===== src/rtl/eth_pcs_params.sv =====
// Shared 10GBASE-R PCS constants, header helpers and
// block-sync FSM state encoding.
package eth_pcs_params;

  localparam int W_SYNC    = 2;
  localparam int W_PLD_BLK = 64;

  localparam int SH_VAL_TH   = 64;
  localparam int SH_INVAL_TH = 16;

  localparam int W_SH_VAL_TH   = $clog2(SH_VAL_TH) + 1;
  localparam int W_SH_INVAL_TH = $clog2(SH_INVAL_TH) + 1;

  localparam int SLIP_HOLDOFF_DEF = 4;
  localparam int W_HOLDOFF        = 4;

  localparam logic [W_SYNC-1:0] SYNC_DATA = 2'b01;
  localparam logic [W_SYNC-1:0] SYNC_CTRL = 2'b10;

  typedef enum logic [1:0] {
    RESET_CNT,
    TEST_SH,
    SLIP,
    SLIP_WAIT
  } blk_sync_state_t;

  function automatic logic is_sync_hdr_valid(
    input logic [W_SYNC-1:0] hdr
  );
    return (hdr == SYNC_DATA) || (hdr == SYNC_CTRL);
  endfunction

endpackage


===== src/rtl/eth_pcs_rx_block_sync.sv =====
// 10GBASE-R RX block lock: sync-header hunt, gearbox
// slip requests and one-cycle forwarding of locked blocks.
module eth_pcs_rx_block_sync
  import eth_pcs_params::*;
#(
  parameter int SLIP_HOLDOFF = SLIP_HOLDOFF_DEF
) (
  input  logic                 clk,
  input  logic                 rst,
  input  logic                 i_signal_ok,
  input  logic                 i_blk_valid,
  input  logic [W_SYNC-1:0]    i_sync_hdr,
  input  logic [W_PLD_BLK-1:0] i_blk_data,
  output logic                 o_slip,
  output logic                 o_block_lock,
  output logic                 o_blk_valid,
  output logic [W_SYNC-1:0]    o_sync_hdr,
  output logic [W_PLD_BLK-1:0] o_blk_data
);

  localparam int WV = W_SH_VAL_TH;
  localparam int WI = W_SH_INVAL_TH;
  localparam int WH = W_HOLDOFF;

  localparam logic [WV-1:0] VAL_TH = WV'(SH_VAL_TH);
  localparam logic [WI-1:0] INV_TH = WI'(SH_INVAL_TH);
  localparam logic [WH-1:0] HOLD   = WH'(SLIP_HOLDOFF);
  localparam logic [WV-1:0] ONE_V  = WV'(1);
  localparam logic [WH-1:0] ONE_H  = WH'(1);

  blk_sync_state_t state;

  logic [WV-1:0] sh_cnt;
  logic [WI-1:0] inv_cnt;
  logic [WH-1:0] hold_cnt;

  logic          hdr_bad;
  logic [WV-1:0] c_nxt;
  logic [WI-1:0] v_nxt;
  logic          go_slip;
  logic          win_done;
  logic          testing;
  logic          lock_now;

  // Decision uses post-increment counts so the
  // deciding header acts in its own cycle.
  always_comb begin
    hdr_bad  = !is_sync_hdr_valid(i_sync_hdr);
    c_nxt    = sh_cnt + ONE_V;
    v_nxt    = inv_cnt + WI'(hdr_bad);
    go_slip  = (hdr_bad && !o_block_lock) ||
               (v_nxt == INV_TH);
    win_done = (c_nxt == VAL_TH);
    testing  = i_signal_ok && i_blk_valid &&
               (state == TEST_SH);
    lock_now = o_block_lock;
    if (!i_signal_ok) begin
      lock_now = 1'b0;
    end else if (testing) begin
      if (go_slip) begin
        lock_now = 1'b0;
      end else if (win_done && (v_nxt == '0)) begin
        lock_now = 1'b1;
      end
    end
  end

  always_ff @(posedge clk or posedge rst) begin
    if (rst) begin
      state        <= RESET_CNT;
      sh_cnt       <= '0;
      inv_cnt      <= '0;
      hold_cnt     <= '0;
      o_slip       <= 1'b0;
      o_block_lock <= 1'b0;
      o_blk_valid  <= 1'b0;
      o_sync_hdr   <= '0;
      o_blk_data   <= '0;
    end else begin
      o_slip       <= 1'b0;
      o_block_lock <= lock_now;
      o_blk_valid  <= i_blk_valid & lock_now;
      if (i_blk_valid) begin
        o_sync_hdr <= i_sync_hdr;
        o_blk_data <= i_blk_data;
      end
      if (!i_signal_ok) begin
        state    <= RESET_CNT;
        sh_cnt   <= '0;
        inv_cnt  <= '0;
        hold_cnt <= '0;
      end else begin
        unique case (state)
          RESET_CNT: begin
            sh_cnt  <= '0;
            inv_cnt <= '0;
            state   <= TEST_SH;
          end
          TEST_SH: begin
            if (i_blk_valid) begin
              if (go_slip) begin
                o_slip  <= 1'b1;
                sh_cnt  <= '0;
                inv_cnt <= '0;
                state   <= SLIP;
              end else if (win_done) begin
                sh_cnt  <= '0;
                inv_cnt <= '0;
              end else begin
                sh_cnt  <= c_nxt;
                inv_cnt <= v_nxt;
              end
            end
          end
          SLIP: begin
            sh_cnt   <= '0;
            inv_cnt  <= '0;
            hold_cnt <= HOLD;
            state    <= SLIP_WAIT;
          end
          SLIP_WAIT: begin
            if (i_blk_valid) begin
              hold_cnt <= hold_cnt - ONE_H;
              if (hold_cnt <= ONE_H) begin
                state <= TEST_SH;
              end
            end
          end
          default: state <= RESET_CNT;
        endcase
      end
    end
  end

endmodule


===== config.mk =====
export PLATFORM = sky130hd
export DESIGN_NAME = eth_pcs_rx_block_sync
export DESIGN_NICKNAME = d
export VERILOG_FILES = /design/src/rtl/eth_pcs_params.sv /design/src/rtl/eth_pcs_rx_block_sync.sv
export SDC_FILE = /design/constraint.sdc
export NUM_CORES = 1
export LEC_CHECK = 0
export ABC_AREA = 1
export CAP_MARGIN = 20
export CORE_ASPECT_RATIO = 1.4
export CORE_MARGIN = 2
export CORE_UTILIZATION = 49
export DETAILED_ROUTE_END_ITERATION = 8
export MAX_ROUTING_LAYER = met4
export PLACE_DENSITY = 0.85
export SLEW_MARGIN = 20
export SYNTH_ARGS = -nofsm -noshare
export SYNTH_HDL_FRONTEND = slang
export SYNTH_SLANG_ARGS = --single-unit
export TNS_END_PERCENT = 5

===== constraint.sdc =====
create_clock -name clk -period 7.6 [get_ports clk]
set_clock_uncertainty 0.1 [all_clocks]
set_input_delay 1.52 -clock clk [delete_from_list [all_inputs] [get_ports clk]]
set_output_delay 1.52 -clock clk [all_outputs]
set_load 0.05 [all_outputs]

# Yosys cells after proc, flatten, opt, wreduce, memory -nomap -nowiden
# Cells that the tools add are included.
[totals]
out_inout_bits = 69
word_cells = 68
regBits = 87
input_bits = 70
[op_classes]
eq_ne = 13
n_mux = 27
n_reduce_logical = 14
magnitude_cmp = 1
addsub = 3
bitwise = 1
[ops]
columns = ["operator", "n"]
rows = [
  ["2-to-1 mux 7 bit", 4],
  ["2-to-1 mux 5 bit", 4],
  ["one-hot mux 7 bit (2 select lines)", 1],
  ["inequality test 3 bit (second input constant)", 4],
  ["2-to-1 mux 2 bit", 5],
  ["one-hot mux 5 bit (2 select lines)", 1],
  ["2-to-1 mux 1 bit", 8],
  ["2-to-1 mux 4 bit", 2],
  ["one-hot mux 2 bit (4 select lines)", 1],
  ["one-hot mux 4 bit (2 select lines)", 1],
  ["adder 7 x 1 -> 7 bit (second input constant)", 1],
  ["equality test 7 bit (second input constant)", 1],
  ["equality test 2 bit (second input constant)", 3],
  ["adder 5 x 1 -> 5 bit", 1],
  ["equality test 5 bit (second input constant)", 1],
  ["zero test 5 bit", 1],
  ["equality test 2 x 1 -> 1 bit (second input constant)", 2],
  ["<= comparator 4 x 1 -> 1 bit (second input constant)", 1],
  ["logical AND 1 bit", 4],
  ["AND reduction 2 bit", 2],
  ["AND reduction 4 bit", 1],
  ["subtractor 4 x 1 -> 4 bit (second input constant)", 1],
  ["inequality test 3 x 1 -> 1 bit (second input constant)", 1],
  ["inequality test 3 x 2 -> 1 bit (second input constant)", 1],
  ["other kinds (5)", 7],
]

# Logic depth before layout (Yosys ltp)
# Gate-level depths: netlist (run 1).
[logic_depth]
depth_word = 11
ltp_mapped = 15

# Worst setup path after synthesis (run 1)
# Ideal clock, no wire load.
[synth_path]
kind = "input-to-reg"
startpoint = "input port i_sync_hdr[1]"
endpoint = "register sh_cnt[2]"
arrival_time_ns = 3.092
cell_stages = 13
setup_slack_ns = 4.284
path_cell_list = "inv_1 -> or2_2 -> and2_1 -> ha_1 -> ha_1 -> inv_1 -> nand2_1 -> nor2_2 -> nand3_2 -> nand2_2 -> clkinv_2 -> nand3_4 -> a21oi_2"
[synth_between]
elab_chain_cells = 10
[synth_lines]
columns = ["item", "line_no", "text"]
rows = [
  ["start, declared", "eth_pcs_rx_block_sync.sv:12", "input logic [W_SYNC-1:0] i_sync_hdr,"],
  ["equality test 2 x 1 -> 1 bit / equality test 2 bit (equally long branches)", "eth_pcs_params.sv:30", "return (hdr == SYNC_DATA) || (hdr == SYNC_CTRL);"],
  ["logical OR 1 bit *", "eth_pcs_params.sv:30", ""],
  ["zero test 1 bit *", "eth_pcs_rx_block_sync.sv:48", "hdr_bad = !is_sync_hdr_valid(i_sync_hdr);"],
  ["adder 5 x 1 -> 5 bit", "eth_pcs_rx_block_sync.sv:50", "v_nxt = inv_cnt + WI'(hdr_bad);"],
  ["equality test 5 bit", "eth_pcs_rx_block_sync.sv:52", "(v_nxt == INV_TH);"],
  ["logical OR 1 bit *", "eth_pcs_rx_block_sync.sv:51", "go_slip = (hdr_bad && !o_block_lock) ||"],
  ["2-to-1 mux 7 bit *", "eth_pcs_rx_block_sync.sv:101", "if (go_slip) begin"],
  ["2-to-1 mux 7 bit *", "eth_pcs_rx_block_sync.sv:100", "if (i_blk_valid) begin"],
  ["one-hot mux 7 bit (2 select lines) *", "eth_pcs_rx_block_sync.sv:93", "unique case (state)"],
  ["2-to-1 mux 7 bit *", "eth_pcs_rx_block_sync.sv:87", "if (!i_signal_ok) begin"],
  ["end signal, assigned", "eth_pcs_rx_block_sync.sv:110", "sh_cnt <= c_nxt;"],
  ["end, declared", "eth_pcs_rx_block_sync.sv:33", "logic [WV-1:0] sh_cnt;"],
]
# Every way passes the cells marked *; elsewhere a longest branch is shown, timed or not. The select of a mux whose other input is x is not followed.
# A chain may end at the register's enable or synchronous reset.

# Worst setup path in the final report (run 1)
[layout_path]
startpoint = "input port i_blk_valid"
endpoint = "register sh_cnt[2]"
[layout_between]
elab_chain_cells = 2
[layout_lines]
columns = ["item", "line_no", "text"]
rows = [
  ["start, declared", "eth_pcs_rx_block_sync.sv:11", "input logic i_blk_valid,"],
  ["inequality test 3 bit (no source line)", "-", ""],
  ["AND reduction 2 bit (no source line)", "-", ""],
]
# Every way passes these cells.

==> metrics, run 1 <==
htree depth 3; critical path class input pin to register; CP dominant cell by count buf_4; Final period util 49.1%; Synthesized Nets 554; Synth Cell Area 3920 um2; largest net degree at the start of global routing 88; Layout Cells excl Fill 713; CTS tree built; wire length per cell 12.9 um; cell area power density 231 nW/um2; first-pass GRT wire length 15,200 um; Root Buffer clkbuf_8; Max VDD drop 0.145 mV; post-route antenna net violation count 0; max_cap viols 0; post-route DRC violation count 0; dpl hpwl 6570 um; vias per cell 4.83; outcome finished, final reports clean; Yosys cell types 32; grt ovf 0; Clk Latency, worst-skew pair 350 ps; die height 110 um; slowest CP cell buf_4; Resize count post-CTS 0; Worst Path Buf+Inv 5; leakage 2.74 nW; Worst EP required 7740 ps; most common cell after layout, fill and taps aside nand2_1; Final min period 3740 ps; slew margin rel. 48.2%; die width 79.6 um; clock sink count 87; Synth Warn # 0; Syn Inst Count 475; total setup buffers inserted after CTS 0; total CTS buffers 9; RSZ-0062 raised after global routing no; core footprint 7750 um2; overall power 1.30 mW; starting DRC count in detailed routing 223; most frequent cells in the layout 252 x nand2_1, 137 x clkdlybuf4s50_1, 87 x dfrtp_1; Worst setup EP type register; setup TNS after final layout 0 ps; Hold WS 372 ps; max incr delay on CP 550 ps; final setup violation count 0; worst-path fanout max 74; PortBufs 138; Inserted Diodes 0; via count 3,444; fill count 612; layout cells sized above 1 8.16%; worst path cell trace buf_2 > buf_4 > inv_2 > buf_4 > nand3_1 > o21ai_2 > inv_1 > nand2_1 > xor2_1 > a21oi_2; standard-cell rows 38; nets 687; Hold Crit Class register to register; Die Area 8750 um2; area grow syn2layout 42.7%; antenna violations before repair 0; final WL 9160 um; TritonRoute pass-1 iters 6; all-layer global routing usage 22.6%; critical path data arrival time 3870 ps; Clock Pin Slew Worst Setup and Hold Paths 80 ps; Placed Cells 697; family with the most delay on the worst path buffers and inverters; Hold Buf Count CTS 0; vias in the first global route 3,492; Avg Inst Size Synth 8.26 um2; Synth Register Bits 87; Hold Vio Cnt, Final 0; Clock Tree Buf Depth 2; Starting Density 50.6%; fmax 0.268 GHz; Seq/Total Area, Yosys 55.5%; CP Launch Type input pin; Top Ports 139; worst slew pin tran 776 ps; fin util 72.3%; routability-driven placement congestion ratio 0.889; Final Max Tran Viols 0
[worst min-delay path: cells and delay by family, from the launching register on]
family	cells	cell delay (ps)
DFF	1	350
and+or+nand+nor	2	90
[metal layers]
metal	vias to the layer above	routed length, um	global-route usage [%]	share of wire (%)
met4	0	146	8.00	1.6
met1	1601	3550	25.7	39
met5	-	0	-	0
met3	12	512	5.58	5.6
met2	115	4960	38.6	54
li1	1716	-	-	-
[state kept, by name (all words and copies together) (netlist names)]
signal,flops
o_blk_data,64
sh_cnt,7
inv_cnt,5
hold_cnt,4
o_sync_hdr,2
state,2
o_blk_valid,1
o_block_lock,1
o_slip,1
[synth_stat cells, drive strengths merged]
library cell | n | share of area (%)
nand4 | 4 | 0.64
o21bai | 1 | 0.19
a21oi | 5 | 0.73
and2 | 1 | 0.16
dfrtp | 87 | 55
nor2 | 20 | 2.5
o21ai | 18 | 3.2
clkbuf | 8 | 0.77
xor2 | 2 | 0.45
nor3 | 3 | 0.51
nand3 | 20 | 3.1
nand2 | 255 | 25
ha | 9 | 2.9
o31ai | 1 | 0.19
inv | 26 | 2.5
buf | 11 | 1.6
or2 | 2 | 0.32
clkinv | 2 | 0.22
[cell families (layout without fill, tap and decap cells)]
| family | count (synthesis) | count (layout) | share of synthesized area, % |
|---|---|---|---|
| adder cells (fa/ha/maj) | 9 | 9 | 2.87 |
| flip-flops | 87 | 87 | 55.5 |
| AO/OA/AOI/OAI | 25 | 25 | 4.27 |
| buffers and inverters | 47 | 185 | 5.10 |
| AND/OR/NAND/NOR | 305 | 305 | 31.8 |
| XOR/XNOR | 2 | 2 | 0.447 |
[path summary, 6_finish.rpt]
kind / startpoint / endpoint / slack (ps) / cells past startpoint
min in group asynchronous: rst / inv_cnt[0]$_DFFE_PP0P_ / 1600 / 3
hold / removal: o_sync_hdr[0]$_DFFE_PP0P_ / o_sync_hdr[0]$_DFFE_PP0P_ / 370 / 2
setup / recovery: i_blk_valid / sh_cnt[2]$_DFFE_PP0P_ / 3860 / 10
hold reg to reg: o_sync_hdr[0]$_DFFE_PP0P_ / o_sync_hdr[0]$_DFFE_PP0P_ / 370 / 2
setup reg to reg: state[0]$_DFFE_PP0P_ / sh_cnt[2]$_DFFE_PP0P_ / 5080 / 9
max in group asynchronous: rst / o_blk_data[14]$_DFFE_PP0P_ / 5280 / 3
[through the flow]
step | setup slack (ps) | area, um2
floorplan | 3730 | 3920
CTS | 3890 | 5600
detailed placement | 3520 | 5360
finish | 3860 | 5600
global route | 3620 | 5600
global placement | 3630 | 5360
[power breakdown]
part / internal, mW / leakage, nW / switching (mW) / total, mW
registers: 0.506 / 1.09 / 0.0298 / 0.536
clock network: 0.213 / 0.119 / 0.159 / 0.371
logic: 0.135 / 1.53 / 0.254 / 0.389
total: 0.854 / 2.74 / 0.442 / 1.30
[area by class of cell]
| cell class | count | area, um2 | share of cell area [%] |
|---|---|---|---|
| Inverter | 28 | 108 | 1.92 |
| Sequential cell | 87 | 2180 | 38.9 |
| Clock inverter | 4 | 76.3 | 1.36 |
| Timing Repair Buffer | 141 | 1400 | 25.0 |
| Tap cell | 100 | 125 | 2.23 |
| Multi-Input combinational cell | 341 | 1550 | 27.6 |
| Clock buffer | 12 | 165 | 2.95 |
Note: power is estimated with default switching activity, not from simulation.
==> run 2: changes to the inputs <==
Settings changed: CORE_UTILIZATION 49 to 41, PLACE_DENSITY 0.85 to 0.76.
Clock period 7.6 ns to 3 ns, I/O delays scaled along.
==> run 2 against run 1 <==
  * Register-to-register slack got worse by 4100 ps
  * Highest routed layer unchanged
  * Count of clock-buffer cells in the layout decreased by 2
  * Die area increased by 19%
  * Worst hold slack worse by 6.2 ps
  * Cell area is 1.9% higher
  * Core utilization down 12 points
  * Setup slack got worse by 3600 ps
  * Sequential share of layout area shrank 0.73 points
  * Critical path depth rose by 4
  * Cell count rose by 1.8%
  * Combinational power increased to 2.6 times the previous value
==> metrics, run 2 (synthesized netlist as in run 1, its figures left out) <==
leakage 2.79 nW (+1.8%); Final period util 91.6%; Resize count post-CTS 0 (unchanged); Clk Latency, worst-skew pair 330 ps (-20 ps); slew margin rel. 54.3% (+6.1 points); grt ovf 0 (unchanged); CP Launch Type input pin; largest registers o_blk_data x64, sh_cnt x7, inv_cnt x5; vias per cell 4.75 (-1.8%); PortBufs 138 (unchanged); Hold WS 366 ps (-6.22 ps); routability-driven placement congestion ratio 0.756 (-15%); clock sink count 87 (unchanged); Hold Buf Count CTS 0 (unchanged); area grow syn2layout 45.5%; vias in the first global route 3,480 (-0.34%); htree depth 3 (unchanged); Starting Density 41.7% (-8.9 points); family with the most delay on the worst path simple AND/OR/NAND/NOR gates; outcome finished, final reports clean; layout cells sized above 1 8.44% (+0.28 points); TritonRoute pass-1 iters 4 (-2); Hold Vio Cnt, Final 0 (unchanged); worst path cell trace clkdlybuf4s50_1 > inv_1 > or2_2 > and2_1 > ha_1 > ha_1 > nor2_1 > nor2_1 > nor2_2 > nand3_2 > nand2_2 > clkinv_2 > nand3_4 > a21oi_2; max incr delay on CP 450 ps (-100 ps); total CTS buffers 9 (unchanged); die height 120 um (+9.0%); most common cell after layout, fill and taps aside nand2_1; nets 690 (+0.44%); post-route DRC violation count 0 (unchanged); core footprint 9410 um2 (+21%); Inserted Diodes 0 (unchanged); final WL 9760 um (+6.4%); die width 86.7 um (+8.9%); via count 3,445 (+0.029%); worst slew pin tran 685 ps (-91.7 ps); Worst EP required 3120 ps (-4620 ps); slowest CP cell clkdlybuf4s50_1; max_cap viols 0 (unchanged); Worst Path Buf+Inv 3 (-2); dpl hpwl 7030 um (+7.0%); setup TNS after final layout 0 ps (unchanged); standard-cell rows 42 (+11%); cell area power density 619 nW/um2 (+170%); worst-path fanout max 9 (-88%); Final min period 2750 ps; critical path class input pin to register; Final Max Tran Viols 0 (unchanged); post-route antenna net violation count 0 (unchanged); critical path data arrival time 2870 ps (-1000 ps); fmax 0.364 GHz; most frequent cells in the layout 252 x nand2_1, 137 x clkdlybuf4s50_1, 87 x dfrtp_1; wire length per cell 13.4 um (+4.5%); max FFs per register 64 (unchanged); CTS tree built; Biggest register o_blk_data; first-pass GRT wire length 16,200 um (+6.3%); Max VDD drop 0.330 mV (+130%); Worst setup EP type register; Hold Crit Class register to register; final setup violation count 0 (unchanged); Die Area 10,400 um2 (+19%); starting DRC count in detailed routing 186 (-17%); Clock Tree Buf Depth 2 (unchanged); total setup buffers inserted after CTS 0 (unchanged); all-layer global routing usage 20.0% (-2.5 points); Root Buffer clkbuf_16; Top Ports 139 (unchanged); RSZ-0062 raised after global routing no; largest net degree at the start of global routing 66 (-25%); antenna violations before repair 0 (unchanged); Clock Pin Slew Worst Setup and Hold Paths 60 ps (-20 ps)
[run 2: changes by cell type in the layout (fill, tap and decap cells not counted)]
cell | before | now
clkbuf_8 | 12 | 0
clkbuf_16 | 0 | 9
buf_4 | 2 | 5
inv_6 | 0 | 3
buf_12 | 0 | 1
buf_6 | 1 | 0
bufinv_16 | 2 | 1
clkbuf_1 | 0 | 1
clkinvlp_4 | 1 | 0
inv_8 | 0 | 1
[run 2: cell type report]
type / instances / area, um2
Multi-Input combinational cell: 341 / 1550
Clock inverter: 6 / 76.3
Tap cell: 110 / 138
Timing Repair Buffer: 144 / 1430
Clock buffer: 10 / 229
Sequential cell: 87 / 2180
Inverter: 28 / 108
Fill cell: 841 / 3700
[run 2: path summary, 6_finish.rpt]
| path | startpoint | to | slack (ps) | depth (start not counted) |
|---|---|---|---|---|
| worst max register to register | inv_cnt[0]$_DFFE_PP0P_ | sh_cnt[2]$_DFFE_PP0P_ | 1010 | 10 |
| max in group asynchronous | rst | o_blk_data[57]$_DFFE_PP0P_ | 1580 | 3 |
| worst min-delay path | o_blk_data[22]$_DFFE_PP0P_ | o_blk_data[22]$_DFFE_PP0P_ | 370 | 2 |
| worst min register to register | o_blk_data[22]$_DFFE_PP0P_ | o_blk_data[22]$_DFFE_PP0P_ | 370 | 2 |
| worst max-delay path | i_sync_hdr[1] | sh_cnt[2]$_DFFE_PP0P_ | 250 | 14 |
| min in group asynchronous | rst | o_blk_data[13]$_DFFE_PP0P_ | 560 | 2 |
[run 2: per-layer routing]
metal | up-vias | track usage, % | share of wire (%)
li1 | 1727 | - | -
met2 | 99 | 34.0 | 53
met1 | 1606 | 23.2 | 40
met3 | 13 | 4.95 | 5.2
met4 | 0 | 6.25 | 1.6
met5 | - | - | 0
[run 2: tightest hold or removal path: cells and delay by family, from the launching register on]
kind | cells | cell delay (ps)
DFF | 1 | 340
and+or+nand+nor | 2 | 90
[run 2: report_power, final]
part	internal, mW	leakage [nW]	switching (mW)	total (mW)
combinational	0.365	1.54	0.661	1.03
sequential	1.28	1.09	0.0767	1.36
clock	0.662	0.150	0.486	1.15
[run 2: per-stage QoR]
step | cell area (um2) | setup slack, ps | power (mW) | util [%] | instances
after detailed placement | 5400 | -74.3 | 2.41 | 57.4 | 710
after CTS | 5710 | 271 | 3.56 | 60.7 | 726
after global placement | 5400 | 21.2 | 2.38 | 57.4 | 710
after floorplan | 3920 | 49.8 | 2.04 | - | 475
final | 5710 | 252 | 3.53 | 60.7 | 726
after global routing | 5710 | 76.7 | 3.70 | 60.7 | 726
